## config.mk

```make
export PLATFORM = sky130hd
export DESIGN_NAME = multdiv_issue_ctrl
export DESIGN_NICKNAME = d
export VERILOG_FILES = /design/src/rtl/multdiv_issue_ctrl.sv
export SDC_FILE = /design/constraint.sdc
export NUM_CORES = 1
export LEC_CHECK = 0
export CAP_MARGIN = 25
export CORE_MARGIN = 5
export CORE_UTILIZATION = 44
export CTS_CLUSTER_DIAMETER = 80
export CTS_CLUSTER_SIZE = 24
export DETAILED_ROUTE_END_ITERATION = 6
export GPL_ROUTABILITY_DRIVEN = 0
export PLACE_DENSITY = 0.86
export SETUP_SLACK_MARGIN = 0.4
export SYNTH_ARGS = -nofsm -noshare
export SYNTH_HDL_FRONTEND = slang
export SYNTH_SLANG_ARGS = --single-unit
```

## constraint.sdc

```tcl
create_clock -name clock -period 2.1 [get_ports clock]
set_input_delay 0.42 -clock clock [delete_from_list [all_inputs] [get_ports clock]]
set_output_delay 0.42 -clock clock [all_outputs]
set_load 0.005 [all_outputs]
```

## src/rtl/multdiv_issue_ctrl.sv

```systemverilog
// Issue sequencer between execute and the iterative multdiv unit: latch, pulse, stall, write back.
// Optional WAIT timeout watchdog is compiled in with `define MULTDIV_TIMEOUT_EN.
module multdiv_issue_ctrl #(
  parameter int WIDTH         = 32,
  parameter int RADDR         = 5,
  parameter int RSTATUS_REG   = 30,
  parameter int MULT_EXC_CODE = 4,
  parameter int DIV_EXC_CODE  = 5
`ifdef MULTDIV_TIMEOUT_EN
  ,
  parameter int TIMEOUT_CYCLES = 64,
  parameter int TIMEOUT_CODE   = 6
`endif
) (
  input  logic             clock,
  input  logic             reset_n,
  input  logic             start_mult,
  input  logic             start_div,
  input  logic [WIDTH-1:0] opA,
  input  logic [WIDTH-1:0] opB,
  input  logic [RADDR-1:0] rd,
  input  logic             flush,
  output logic [WIDTH-1:0] md_operandA,
  output logic [WIDTH-1:0] md_operandB,
  output logic             md_ctrl_mult,
  output logic             md_ctrl_div,
  input  logic [WIDTH-1:0] md_result,
  input  logic             md_exception,
  input  logic             md_ready,
  output logic             stall,
  output logic             wb_valid,
  output logic [RADDR-1:0] wb_rd,
  output logic [WIDTH-1:0] wb_data,
  output logic             timeout_err
);

  typedef enum logic [1:0] {S_IDLE, S_ISSUE, S_WAIT, S_DONE} state_t;

  state_t           state_q, state_d;
  logic [WIDTH-1:0] opa_q, opa_d, opb_q, opb_d;
  logic [RADDR-1:0] rd_q, rd_d;
  logic             div_q, div_d;
  logic             wb_valid_q, wb_valid_d;
  logic [RADDR-1:0] wb_rd_q, wb_rd_d;
  logic [WIDTH-1:0] wb_data_q, wb_data_d;
  logic             start_any;

  assign start_any = start_mult | start_div;

`ifdef MULTDIV_TIMEOUT_EN
  localparam int CNT_W = $clog2(TIMEOUT_CYCLES + 1);
  logic [CNT_W-1:0] cnt_q, cnt_d;
  logic             tmo_q, tmo_d;
  logic             tmo_hit;

  assign tmo_hit = (cnt_q == CNT_W'(TIMEOUT_CYCLES - 1));
`endif

  always_comb begin
    state_d    = state_q;
    opa_d      = opa_q;
    opb_d      = opb_q;
    rd_d       = rd_q;
    div_d      = div_q;
    wb_valid_d = 1'b0;
    wb_rd_d    = wb_rd_q;
    wb_data_d  = wb_data_q;
`ifdef MULTDIV_TIMEOUT_EN
    cnt_d      = cnt_q;
    tmo_d      = tmo_q;
`endif
    case (state_q)
      S_IDLE: begin
        if (start_any) begin
          opa_d   = opA;
          opb_d   = opB;
          rd_d    = rd;
          div_d   = ~start_mult;
          state_d = S_ISSUE;
        end
      end
      S_ISSUE: begin
        // A ready seen here belongs to the previous operation.
        state_d = flush ? S_IDLE : S_WAIT;
`ifdef MULTDIV_TIMEOUT_EN
        cnt_d   = '0;
`endif
      end
      S_WAIT: begin
        if (flush) begin
          state_d = S_IDLE;
        end else if (md_ready) begin
          state_d = S_DONE;
          if (md_exception) begin
            wb_valid_d = 1'b1;
            wb_rd_d    = RADDR'(RSTATUS_REG);
            wb_data_d  = div_q ? WIDTH'(DIV_EXC_CODE) : WIDTH'(MULT_EXC_CODE);
          end else if (rd_q != '0) begin
            wb_valid_d = 1'b1;
            wb_rd_d    = rd_q;
            wb_data_d  = md_result;
          end
`ifdef MULTDIV_TIMEOUT_EN
        end else if (tmo_hit) begin
          state_d    = S_DONE;
          wb_valid_d = 1'b1;
          wb_rd_d    = RADDR'(RSTATUS_REG);
          wb_data_d  = WIDTH'(TIMEOUT_CODE);
          tmo_d      = 1'b1;
        end else begin
          cnt_d = cnt_q + 1'b1;
`endif
        end
      end
      S_DONE:  state_d = S_IDLE;
      default: state_d = S_IDLE;
    endcase
  end

  always_ff @(posedge clock) begin
    if (!reset_n) begin
      state_q    <= S_IDLE;
      opa_q      <= '0;
      opb_q      <= '0;
      rd_q       <= '0;
      div_q      <= 1'b0;
      wb_valid_q <= 1'b0;
      wb_rd_q    <= '0;
      wb_data_q  <= '0;
`ifdef MULTDIV_TIMEOUT_EN
      cnt_q      <= '0;
      tmo_q      <= 1'b0;
`endif
    end else begin
      state_q    <= state_d;
      opa_q      <= opa_d;
      opb_q      <= opb_d;
      rd_q       <= rd_d;
      div_q      <= div_d;
      wb_valid_q <= wb_valid_d;
      wb_rd_q    <= wb_rd_d;
      wb_data_q  <= wb_data_d;
`ifdef MULTDIV_TIMEOUT_EN
      cnt_q      <= cnt_d;
      tmo_q      <= tmo_d;
`endif
    end
  end

  // Stall is combinational so execute freezes in the very cycle the op arrives.
  assign stall = ((state_q == S_IDLE) & start_any) |
                 (((state_q == S_ISSUE) | (state_q == S_WAIT)) & ~flush);

  assign md_operandA  = opa_q;
  assign md_operandB  = opb_q;
  assign md_ctrl_mult = (state_q == S_ISSUE) & ~div_q;
  assign md_ctrl_div  = (state_q == S_ISSUE) &  div_q;
  assign wb_valid     = wb_valid_q;
  assign wb_rd        = wb_rd_q;
  assign wb_data      = wb_data_q;

`ifdef MULTDIV_TIMEOUT_EN
  assign timeout_err = tmo_q;
`else
  assign timeout_err = 1'b0;
`endif

endmodule
```

## Yosys cells after proc, flatten, opt, wreduce, memory -nomap -nowiden

Index checks and enable logic that the tools add are counted.

| storage, ports and cells | value |
|---|---|
| flip-flop bits (word level) | 110 |

| cells by class | value |
|---|---|
| equal/unequal tests | 5 |
| mux-type cells | 12 |
| bitwise operators | 13 |
| reductions and logical operators | 7 |

Operators with widths:

| operator | count |
|---|---|
| $mux 32 | 2 |
| $mux 5 | 2 |
| $mux 2 | 4 |
| $pmux 2 s4 | 1 |
| $not 1->1 | 6 |
| $reduce_bool 5->1 | 1 |
| $and 1x1->1 | 4 |
| $eq 2x2->1 const B | 2 |
| $reduce_and 2->1 | 2 |
| $reduce_and 4->1 | 1 |
| $reduce_or 4->1 | 1 |
| $mux 1 | 3 |
| $ne 3x3->1 const B | 1 |
| $or 1x1->1 | 3 |
| $eq 2x1->1 const B | 1 |
| $logic_not 2->1 | 1 |
| $ne 2x2->1 const B | 1 |
| $reduce_bool 2->1 | 1 |

## Longest topological paths before layout

Gate-level depths: netlist of the first run.

| logic depth | value |
|---|---|
| depth in word-level cells | 4 |
| gate-level depth with buffers | 8 |
| gate-level depth less buffers | 5 |

## Worst setup path after synthesis of the first run

Ideal clock, no wire load.

| path | value |
|---|---|
| kind | register to output |
| from | register state_q[0] |
| to | output stall |
| data arrival time | 1,149 ps |
| setup slack | 531 ps |
| cell stages (with the launch flop) | 6 |
| buffers on the path | 1 |
| path through | dfxtp_1 > inv_1 > ha_1 > o21ai_2 > clkbuf_1 > o21ai_1 |

| on the way | value |
|---|---|
| cells in the longest elaborated chain, start to end | 4 |
| elaborated cells between the ends (all ways) | 7 |

Ends and longest elaborated chain:

| element | RTL line | text |
|---|---|---|
| start, declared | 39 | `state_t state_q, state_d;` |
| start signal, assigned | 135 | `state_q <= state_d;` |
| $eq 2x1->1 or $eq 2x2->1 (tied branches) | 152 | `(((state_q == S_ISSUE) \| (state_q == S_WAIT)) & ~flush);` |
| $or 1x1->1 | 152 |  |
| $and 1x1->1 | 152 |  |
| $or 1x1->1 (*) | 151 | `assign stall = ((state_q == S_IDLE) & start_any) \|` |
| end, declared | 30 | `output logic stall,` |

Mark *: on every way between the ends. The rest lies on a longest branch, timed or not.

## Worst setup path after layout of the first run

| path | value |
|---|---|
| from | input start_mult |
| to | output stall |

| on the way | value |
|---|---|
| cells in the longest elaborated chain, start to end | 3 |

Ends and longest elaborated chain:

| element | RTL line | text |
|---|---|---|
| start, declared | 17 | `input logic start_mult,` |
| $or 1x1->1 | 48 | `assign start_any = start_mult \| start_div;` |
| $and 1x1->1 | 151 |  |
| $or 1x1->1 | 151 |  |

Every way passes these cells.

==> results.md, run 1 <==
- Nets@finish: 807
- Slew Limit Headroom: 0.608
- Final Cycle Share: 0.843
- DR vias/cell: 4.92
- Largest net degree at the start of global routing: 70
- H-tree Lvls: 3
- Core Box Area: 9770 um2
- Top_reg_cell synth: dfxtp_1
- Area leader, netlist: dfxtp_1
- Leakage power: 2.91 nW
- Most common cell in the netlist: nand2_1
- Worst Path Max Fanout: 2
- R2R cell count: 6
- Synth Instances: 499
- Area growth syn-to-layout: 58.2%
- Post-synth top area share: 0.500
- Seq cells post-synth: 110
- Clock slew at reported path FFs: 0.11 ns
- Tmin final: 1.77 ns
- Number of antenna violations at the first check in global routing: 0
- Skew final: 0.0151 ns
- Max_cap viols: 0
- Final core occ: 0.713
- Filler Cell Count: 746
- Die H: 110 um
- Share of the yosys chip area belonging to registers: 0.500
- Synth async-reset ratio: 0
- TritonCTS Sinks: 110
- Die width: 110 um
- Initial core utilization: 0.451
- Yosys warns: 0
- DRT Wirelength: 13500 um
- Vias in the first global route: 4147
- Setup crit end kind: primary output
- Top cells by area, synth: dfxtp_1 (50%), nand2_1 (15%), a21boi_1 (12%)
- GRT overflow: 0
- Power density cells: 622 nW/um2
- Routed Antenna Nets: 0
- # IOs: 214
- Final setup vio count: 0
- Worst vdd ir: 0.439 mV
- Hold path depth: 2
- IO buf count: 212
- Dpl hpwl: 9830 um
- EDFF count, synth: 0
- Status: complete, no violations
- Clock Tree Root: clkbuf_8
- Hold Worst Slack: 0.457 ns
- Kind of critical path: input pin to primary output
- RSZ-0062 raised after global routing: true
- CP arrival: 1.35 ns
- Drt pass-1 iters: 4
- Post-route DRC: 0
- CTS Buf Count: 9
- Routed len/inst: 16.2 um
- WP data required: 1.68 ns
- Layout cell share with drive strength beyond 1: 0.0856
- Die area: 12100 um2
- Clock Path Buffers: 2
- Vias: 4105
- Post-synth top cells: nand2_1 (178), dfxtp_1 (110), a21boi_1 (70)
- Tot GR Track Use: 0.209
- Diode count: 0
- Final hold vios: 0
- Clk Latency, worst-skew pair: 0.36 ns
- Final-report max-slew violation count: 0
- Rows: 36
- Least-Margin Pin Slew: 0.583 ns
- Post-Place Cells: 815
- CP startpoint kind: input pin
- Synthesized area: 4410 um2
- Mapped Nets: 610
- Synth unique cells: 27
- CTS tree: yes
- Iteration-0 DRC count of the detailed router: 170
- First-pass GRT wire length: 19900 um
- Fin cells: 834
- Syn Area/Cell: 8.83 um2
- Hold Crit Class: flip-flop to flip-flop
- Maximum clock frequency: 565 MHz
-- report_power, final --
group / internal [W] / switching, W
logic: 0.000505 / 0.000371
registers: 0.00221 / 0.0000620
clock network: 0.000456 / 0.000741
total: 0.00317 / 0.00117
-- critical path: stages --
cell and delay (ns):
clkdlybuf4s50_1 0.50, o21ai_4 0.20, o21ai_1 0.08, buf_2 0.15
-- final timing paths --
path | startpoint | endpoint | slack (ns)
worst min-delay path | md_operandB[22] | md_operandB[22] | 0.46
worst max-delay path | start_mult | stall | 0.33
worst min register to register | md_operandB[22] | md_operandB[22] | 0.46
worst max register to register | state_q[0] | wb_data[0] | 0.52
-- metal layers --
metal | up-vias | track usage | routed length, um
met5 | - | 0 | 0
met4 | 0 | 0.0660 | 165
met3 | 13 | 0.111 | 1750
met2 | 164 | 0.368 | 6690
met1 | 1905 | 0.214 | 4900
li1 | 2023 | - | -
-- stage by stage --
step	cell area (um2)	worst slack (ns)	power, W	setup TNS, ns
5_1_grt	6970	0.289	0.00456	0
2_1_floorplan	4410	0.531	0.00265	0
3_3_place_gp	6650	-0.0265	0.00315	-0.0265
4_1_cts	6850	0.329	0.00437	0
3_5_place_dp	6650	-0.0476	0.00319	-0.170
6_report	6970	0.330	0.00434	0
-- kinds of logic (layout without fill, tap and decap cells) --
logic type | count (synthesis) | count (layout) | share of synthesized area
simple gates | 220 | 220 | 0.220
flops | 110 | 110 | 0.500
compound gates | 84 | 84 | 0.138
buf+inv | 43 | 245 | 0.0468
mux | 38 | 38 | 0.0866
fa+ha+maj | 3 | 3 | 0.00852
other cells | 1 | 1 | 0.000851
-- registers in the layout, summed over array words and instances (netlist names) --
name	flops
md_operandA	32
md_operandB	32
wb_data	32
rd_q	5
wb_rd	5
state_q	2
div_q	1
wb_valid	1
-- cell usage in the layout (no fill, tap or decap), types with 6 or more instances in the layout --
master,synthesis,routed
buf_4,3,9
nand3b_1,32,32
o21ai_0,6,6
a21boi_1,70,70
clkdlybuf4s50_1,0,184
dlymetal6s2s_1,0,24
dfxtp_1,110,93
mux2i_1,37,37
clkbuf_8,0,9
nand2_1,178,178
dfxtp_2,0,17
-- area by class of cell --
cell class,instances,area (um2),share of cell area
Clock buffer,10,128,0.0183
Clock inverter,6,55.1,0.00790
Inverter,3,11.3,0.00162
Multi-Input combinational cell,346,2050,0.294
Sequential cell,110,2220,0.319
Tap cell,133,166,0.0239
Timing Repair Buffer,226,2340,0.336
-- timing repair --
action / CTS / global route
gates resized for setup: 15 / 47
hold buffers: 0 / 0
pin swaps: 0 / 2
setup buffers: 1 / 1
endpoints found under the hold margin: 0 / 0
gates cloned: 0 / 1
setup endpoints to repair: 60 / 112
(Power assumes the default switching activity.)
==> inputs of run 2 (changes only) <==
--- a/config.mk
+++ b/config.mk
@@ -7,12 +7,12 @@
 export LEC_CHECK = 0
 export CAP_MARGIN = 25
 export CORE_MARGIN = 5
-export CORE_UTILIZATION = 44
+export CORE_UTILIZATION = 37
 export CTS_CLUSTER_DIAMETER = 80
 export CTS_CLUSTER_SIZE = 24
 export DETAILED_ROUTE_END_ITERATION = 6
 export GPL_ROUTABILITY_DRIVEN = 0
-export PLACE_DENSITY = 0.86
+export PLACE_DENSITY = 0.77
 export SETUP_SLACK_MARGIN = 0.4
 export SYNTH_ARGS = -nofsm -noshare
 export SYNTH_HDL_FRONTEND = slang
==> constraint.sdc (replaced) <==
create_clock -name clock -period 1.5 [get_ports clock]
set_input_delay 0.3 -clock clock [delete_from_list [all_inputs] [get_ports clock]]
set_output_delay 0.3 -clock clock [all_outputs]
set_load 0.005 [all_outputs]
==> run 2 against run 1 <==
Against the previous run:
- the flow now finishes with violations (setup timing)
- flip-flop and latch count stayed put
- critical path depth increased by 5
- design area rose by 22%
- non-clock buffer count is 75 higher
- count of clock-buffer cells in the layout is 6 higher
- first-iteration DRC count up 70%
- wire length increased by 25%
- global-route usage up 1.4 points
- total power is 74% higher
- critical endpoint is now wb_data[9]
==> results.md, run 2 (synthesis gave the netlist of run 1 again) <==
- DR vias/cell: 4.94 (+0.43%)
- Status: finished, violations left
- Post-route DRC: 0 (unchanged)
- RSZ-0062 raised after global routing: true
- Power density cells: 888 nW/um2 (+43%)
- Commonest non-fill, non-tap cell in the layout: nand2_1
- CTS tree: yes
- Dpl hpwl: 9580 um (-2.6%)
- Final hold vios: 0 (unchanged)
- Layout cell share with drive strength beyond 1: 0.522 (+0.436)
- Skew final: 0.00458 ns (-0.0105 ns)
- Vias: 4543 (+11%)
- # IOs: 214 (unchanged)
- Worst path slowest cell: dfxtp_2
- IO buf count: 212 (unchanged)
- WP data required: 1.76 ns (+0.08 ns)
- Min-delay src: reset_n
- WP buf/inv: 5 (+3)
- Worst vdd ir: 0.618 mV (+41%)
- Clock Tree Root: clkbuf_16
- CP arrival: 1.85 ns (+0.50 ns)
- Largest net degree at the start of global routing: 44 (-37%)
- Placed cell area: 6820 um2 (+2.5%)
- Final-report max-slew violation count: 0 (unchanged)
- Fin cells: 919 (+10%)
- Most frequent cells in the layout: nand2_1 (113), clkdlybuf4s50_1 (105), dfxtp_2 (103), buf_6 (89)
- Largest delay contributor family on the critical path: buffers and inverters
- Critical-path cell list: inv_4 > buf_6 > ha_4 > nand3b_1 > a21oi_4 > buf_6 > buf_12 > buf_16 > mux2i_1
- Final setup vio count: 28 (+28)
- Tot GR Track Use: 0.223 (+0.0138)
- Setup crit end kind: flip-flop
- Post-Place Cells: 834 (+2.3%)
- Kind of critical path: flip-flop to flip-flop
- DRT Wirelength: 16900 um (+25%)
- Vias in the first global route: 4694 (+13%)
- Clock slew at reported path FFs: 0.07 ns (-0.04 ns)
- TritonCTS Sinks: 110 (unchanged)
- Clock Path Buffers: 2 (unchanged)
- Final Cycle Share: 1.06
- Drt pass-1 iters: 4 (unchanged)
- Die H: 119 um (+8.2%)
- CP startpoint kind: flip-flop
- Tmin final: 1.59 ns
- Critical R2R Launch: state_q[0]
- Maximum clock frequency: 630 MHz
- Initial core utilization: 0.381 (-0.0698)
- Fin worst setup slack: -0.0862 ns (-0.416 ns)
- Worst setup startpoint: state_q[0]
- Rows: 39 (+8.3%)
- Crit path largest cell delay: 0.34 ns (-0.16 ns)
- H-tree Lvls: 3 (unchanged)
- Clk Latency, worst-skew pair: 0.34 ns (-0.02 ns)
- Filler Cell Count: 784 (+5.1%)
- Max_cap viols: 0 (unchanged)
- Worst Path Max Fanout: 6 (+4)
- Number of antenna violations at the first check in global routing: 0 (unchanged)
- CTS Buf Count: 9 (unchanged)
- Die area: 14200 um2 (+17%)
- GRT overflow: 0 (unchanged)
- Leakage power: 3.51 nW (+20%)
- Diode count: 0 (unchanged)
- First-pass GRT wire length: 25100 um (+26%)
- Violated checks: setup timing
- Die width: 119 um (+8.2%)
- Routed Antenna Nets: 0 (unchanged)
- Crit path top cell by count: buf_6
- Routed len/inst: 18.3 um (+13%)
- Nets@finish: 882 (+9.3%)
- Final Cell Area: 8520 um2 (+22%)
- Area growth syn-to-layout: 93.4%
- Worst slack at placement: -0.310 ns (-0.262 ns)
- Iteration-0 DRC count of the detailed router: 289 (+70%)
- Final core occ: 0.737 (+0.0238)
- Hold Crit Class: input pin to flip-flop
- Core Box Area: 11600 um2 (+18%)
## run 2: changes by cell type in the layout (fill, tap and decap cells not counted), moves of 17 or more
cell and change:
buf_6 +88, dfxtp_2 +86, buf_4 +37, buf_2 +21, dlymetal6s2s_1 -24, nand2_1 -65, nand2_2 +57, clkdlybuf4s50_1 -79
buf_16 +17, dfxtp_1 -86
## run 2: what timing repair did
item | in CTS | in global routing
hold buffers | 0 | 0
gates cloned | 16 | 2
resized for setup | 655 | 75
pin swaps | 40 | 2
endpoints found under the hold margin | 0 | 0
endpoints found under the setup margin | 214 | 213
setup buffers | 35 | 16
## run 2: path summary, 6_finish.rpt
kind | endpoint | slack, ns | depth (start not counted)
setup reg to reg | wb_data[9] | -0.09 | 9
hold reg to reg | md_operandA[17] | 0.45 | 2
hold / removal | div_q | 0.38 | 3
setup / recovery | wb_data[9] | -0.09 | 9
## run 2: per-layer routing
layer / up-vias / track usage / part of all wire
li1: 2184 / - / -
met1: 2133 / 0.241 / 0.37
met2: 184 / 0.396 / 0.51
met3: 42 / 0.0796 / 0.081
met4: 0 / 0.0905 / 0.036
met5: - / 0 / 0
## run 2: where the power goes
group	total [W]	switching, W	leakage [nW]	internal (W)
Sequential	0.00322	0.000109	0.943	0.00311
Combinational	0.00203	0.000798	2.43	0.00123
Clock	0.00231	0.00104	0.137	0.00127
## run 2: through the flow
step,setup TNS [ns],power (W),hold slack [ns]
after CTS,-0.400,0.00741,0.353
after detailed placement,-25.35,0.00451,0.444
after floorplan,0,0.00379,0.442
final,-1.09,0.00757,0.376
after global routing,-4.37,0.00790,0.385
after global placement,-21.08,0.00447,0.440
## run 2: cell type report
cell class,count,area (um2),area share
repair buffers,301,3370,0.395
multi-input cells,346,2350,0.275
flip-flops and latches,110,2330,0.273
inverters,3,16.3,0.00191
clock buffers,16,282,0.0330
well taps,143,179,0.0210
## run 2: worst register-to-register path, delay by kind of cell (launching register included)
family          cells  cell delay (ns)
compound gates      1             0.19
fa+ha+maj           1             0.11
buf+inv             5             0.55
simple gates        1             0.13
flops               1             0.34
mux                 1             0.18
==> inputs of run 3 (changes only) <==
--- a/config.mk
+++ b/config.mk
@@ -12,7 +12,7 @@
 export CTS_CLUSTER_SIZE = 24
 export DETAILED_ROUTE_END_ITERATION = 6
 export GPL_ROUTABILITY_DRIVEN = 0
-export PLACE_DENSITY = 0.77
+export PLACE_DENSITY = 0.86
 export SETUP_SLACK_MARGIN = 0.4
 export SYNTH_ARGS = -nofsm -noshare
 export SYNTH_HDL_FRONTEND = slang
==> run 3 against run 2 <==
Against the previous run:
- the run still ends with setup timing left
- design area grew 7.5%
- hold slack worse by 0.041 ns
- count of clock-buffer cells in the layout shrank 4
- cell count rose by 2.1%
- flip-flop and latch count unchanged
- die area unchanged
- sequential share of layout area decreased by 1.9 points
- critical path depth unchanged
- clock power increased by 3%
- global-route usage grew 1.8 points
- highest routed layer unchanged
==> results.md, run 3 (synthesis gave the netlist of run 1 again) <==
- Internal power: 0.00586 W (+4.4%)
- Iteration-0 DRC count of the detailed router: 225 (-22%)
- CP startpoint kind: flip-flop
- Clock Path Buffers: 2 (unchanged)
- Largest delay contributor family on the critical path: buffers and inverters
- CTS tree: yes
- Worst path slowest cell: dfxtp_2
- Die H: 119 um (unchanged)
- Sw power: 0.00218 W (+12%)
- WP data required: 1.76 ns (about the same)
- # IOs: 214 (unchanged)
- Final-report max-slew violation count: 0 (unchanged)
- Final Cell Area: 9160 um2 (+7.5%)
- Worst vdd ir: 0.570 mV (-7.7%)
- Largest net degree at the start of global routing: 57 (+30%)
- Hold-fix buffers at CTS: 0 (unchanged)
- Clock slew at reported path FFs: 0.07 ns (about the same)
- Total chip power: 0.00804 W (+6.2%)
- DRT Wirelength: 19200 um (+14%)
- Max_cap viols: 0 (unchanged)
- Tmin final: 1.68 ns (+0.0938 ns)
- Skew final: 0.00651 ns (+0.00192 ns)
- Hold Crit Class: input pin to flip-flop
- Kind of critical path: flip-flop to flip-flop
- Post-route DRC: 0 (unchanged)
- Status: finished, violations left
- Worst Path Max Fanout: 7 (+1)
- Core Box Area: 11600 um2 (unchanged)
- Filler Cell Count: 654 (-17%)
- Nets@finish: 901 (+2.2%)
- Share of power burned in registers: 0.402 (-0.024)
- Fin worst setup slack: -0.180 ns (-0.0938 ns)
- Most frequent cells in the layout: nand2_1 (104), clkdlybuf4s50_1 (104), dfxtp_2 (102), buf_6 (95), a21boi_2 (48)
- CP arrival: 1.94 ns (+0.09 ns)
- Fin cells: 938 (+2.1%)
- Vias: 4873 (+7.3%)
- Switching Share: 0.271 (+0.0129)
- Violated checks: setup timing
- Placed cell area: 6780 um2 (-0.55%)
- RSZ-0062 raised after global routing: true
- Drt pass-1 iters: 4 (unchanged)
- CTS Buf Count: 9 (unchanged)
- Routed len/inst: 20.5 um (+12%)
- Critical-path cell list: inv_2 > buf_6 > ha_4 > nand3b_1 > a21oi_4 > buf_12 > buf_12 > buf_16 > mux2i_1
- IO buf count: 212 (unchanged)
- Maximum clock frequency: 595 MHz (-5.6%)
- Tot GR Track Use: 0.242 (+0.0185)
- Number of antenna violations at the first check in global routing: 0 (unchanged)
- Clock power share: 0.295 (-0.011)
- First-pass GRT wire length: 27000 um (+7.4%)
- Comb pwr share: 0.303 (+0.035)
- Die width: 119 um (unchanged)
- Final setup vio count: 55 (+96%)
- Power density cells: 877 nW/um2 (-1.2%)
- Leakage power: 3.81 nW (+8.5%)
- Die area: 14200 um2 (unchanged)
- Layout cell share with drive strength beyond 1: 0.594 (+0.0718)
- H-tree Lvls: 3 (unchanged)
- Vias in the first global route: 5035 (+7.3%)
- TritonCTS Sinks: 110 (unchanged)
- Dpl hpwl: 9970 um (+4.1%)
- Clk Latency, worst-skew pair: 0.35 ns (about the same)
- Final core occ: 0.792 (+0.0553)
- Diode count: 0 (unchanged)
- Clock Tree Root: clkbuf_16
- Crit path largest cell delay: 0.33 ns (about the same)
- Rows: 39 (unchanged)
- Setup TNS: -4.20 ns (-3.11 ns)
- Initial core utilization: 0.381 (unchanged)
- Final hold vios: 0 (unchanged)
- GRT overflow: 0 (unchanged)
- Post-Place Cells: 834 (unchanged)
- Crit path top cell by count: buf_12
- DR vias/cell: 5.20 (+5.1%)
- Routed Antenna Nets: 0 (unchanged)
- WP buf/inv: 5 (unchanged)
- Area growth syn-to-layout: 108%
- Setup crit end kind: flip-flop
- Final Cycle Share: 1.12 (+0.0625)
[run 3: changes by cell type in the layout (fill, tap and decap cells not counted), moves of 3 or more]
cell      before  now
a21boi_1      57   22
a21boi_2      13   48
nand2_4        8   35
nand2_2       57   39
nand2_1      113  104
buf_6         89   95
buf_12        16   21
buf_16        17   21
buf_8          0    3
clkbuf_8       3    0
[run 3: worst register-to-register path, delay by kind of cell (launching register included)]
kind	cells	cell delay (ns)
DFF	1	0.33
AOI/OAI and AO/OA	1	0.19
adders and majority gates	1	0.12
muxes	1	0.23
buffers and inverters	5	0.57
and+or+nand+nor	1	0.17
[run 3: area by class of cell]
cell class	count	area, um2	share of cell area
inverter	3	13.8	0.00150
sequential	110	2330	0.255
clock buffer	12	236	0.0258
timing repair buffer	320	3690	0.402
multi-input combinational	346	2670	0.291
clock inverter	4	47.5	0.00519
tap	143	179	0.0195
[run 3: repair_timing]
action                                  4_1_cts  5_1_grt
resized for setup                           682      144
cloned                                       20        1
pin swaps                                    22       34
endpoints found under the setup margin      214      210
setup buffers                                47       20
[run 3: per-stage QoR]
stage / hold WS [ns] / worst slack [ns]
after floorplan: 0.442 / 0.179
after global placement: 0.441 / -0.295
after detailed placement: 0.446 / -0.391
after CTS: 0.310 / -0.100
after global routing: 0.343 / -0.258
final: 0.335 / -0.180
[run 3: metal layers]
layer  vias up  global-route usage  part of all wire
met5         -                   0                 0
met4         0               0.104             0.043
met3        63              0.0711             0.069
met2       224               0.456              0.54
met1      2362               0.246              0.34
li1       2224                   -                 -
[run 3: path summary, 6_finish.rpt]
| kind | slack (ns) | startpoint | to | cells after the start |
|---|---|---|---|---|
| worst max register to register | -0.18 | state_q[0] | wb_data[9] | 9 |
| worst min register to register | 0.46 | md_operandA[12] | md_operandA[12] | 2 |
| worst max-delay path | -0.18 | state_q[0] | wb_data[9] | 9 |
| worst min-delay path | 0.33 | reset_n | state_q[0] | 2 |
[run 3: power groups by stage]
stage | logic [W] | registers (W) | clock network, W
2_1_floorplan | 0.000548 | 0.00324 | 0
6_report | 0.00244 | 0.00323 | 0.00237
3_3_place_gp | 0.00124 | 0.00323 | 0
3_5_place_dp | 0.00127 | 0.00324 | 0
5_1_grt | 0.00255 | 0.00325 | 0.00252
4_1_cts | 0.00211 | 0.00320 | 0.00238
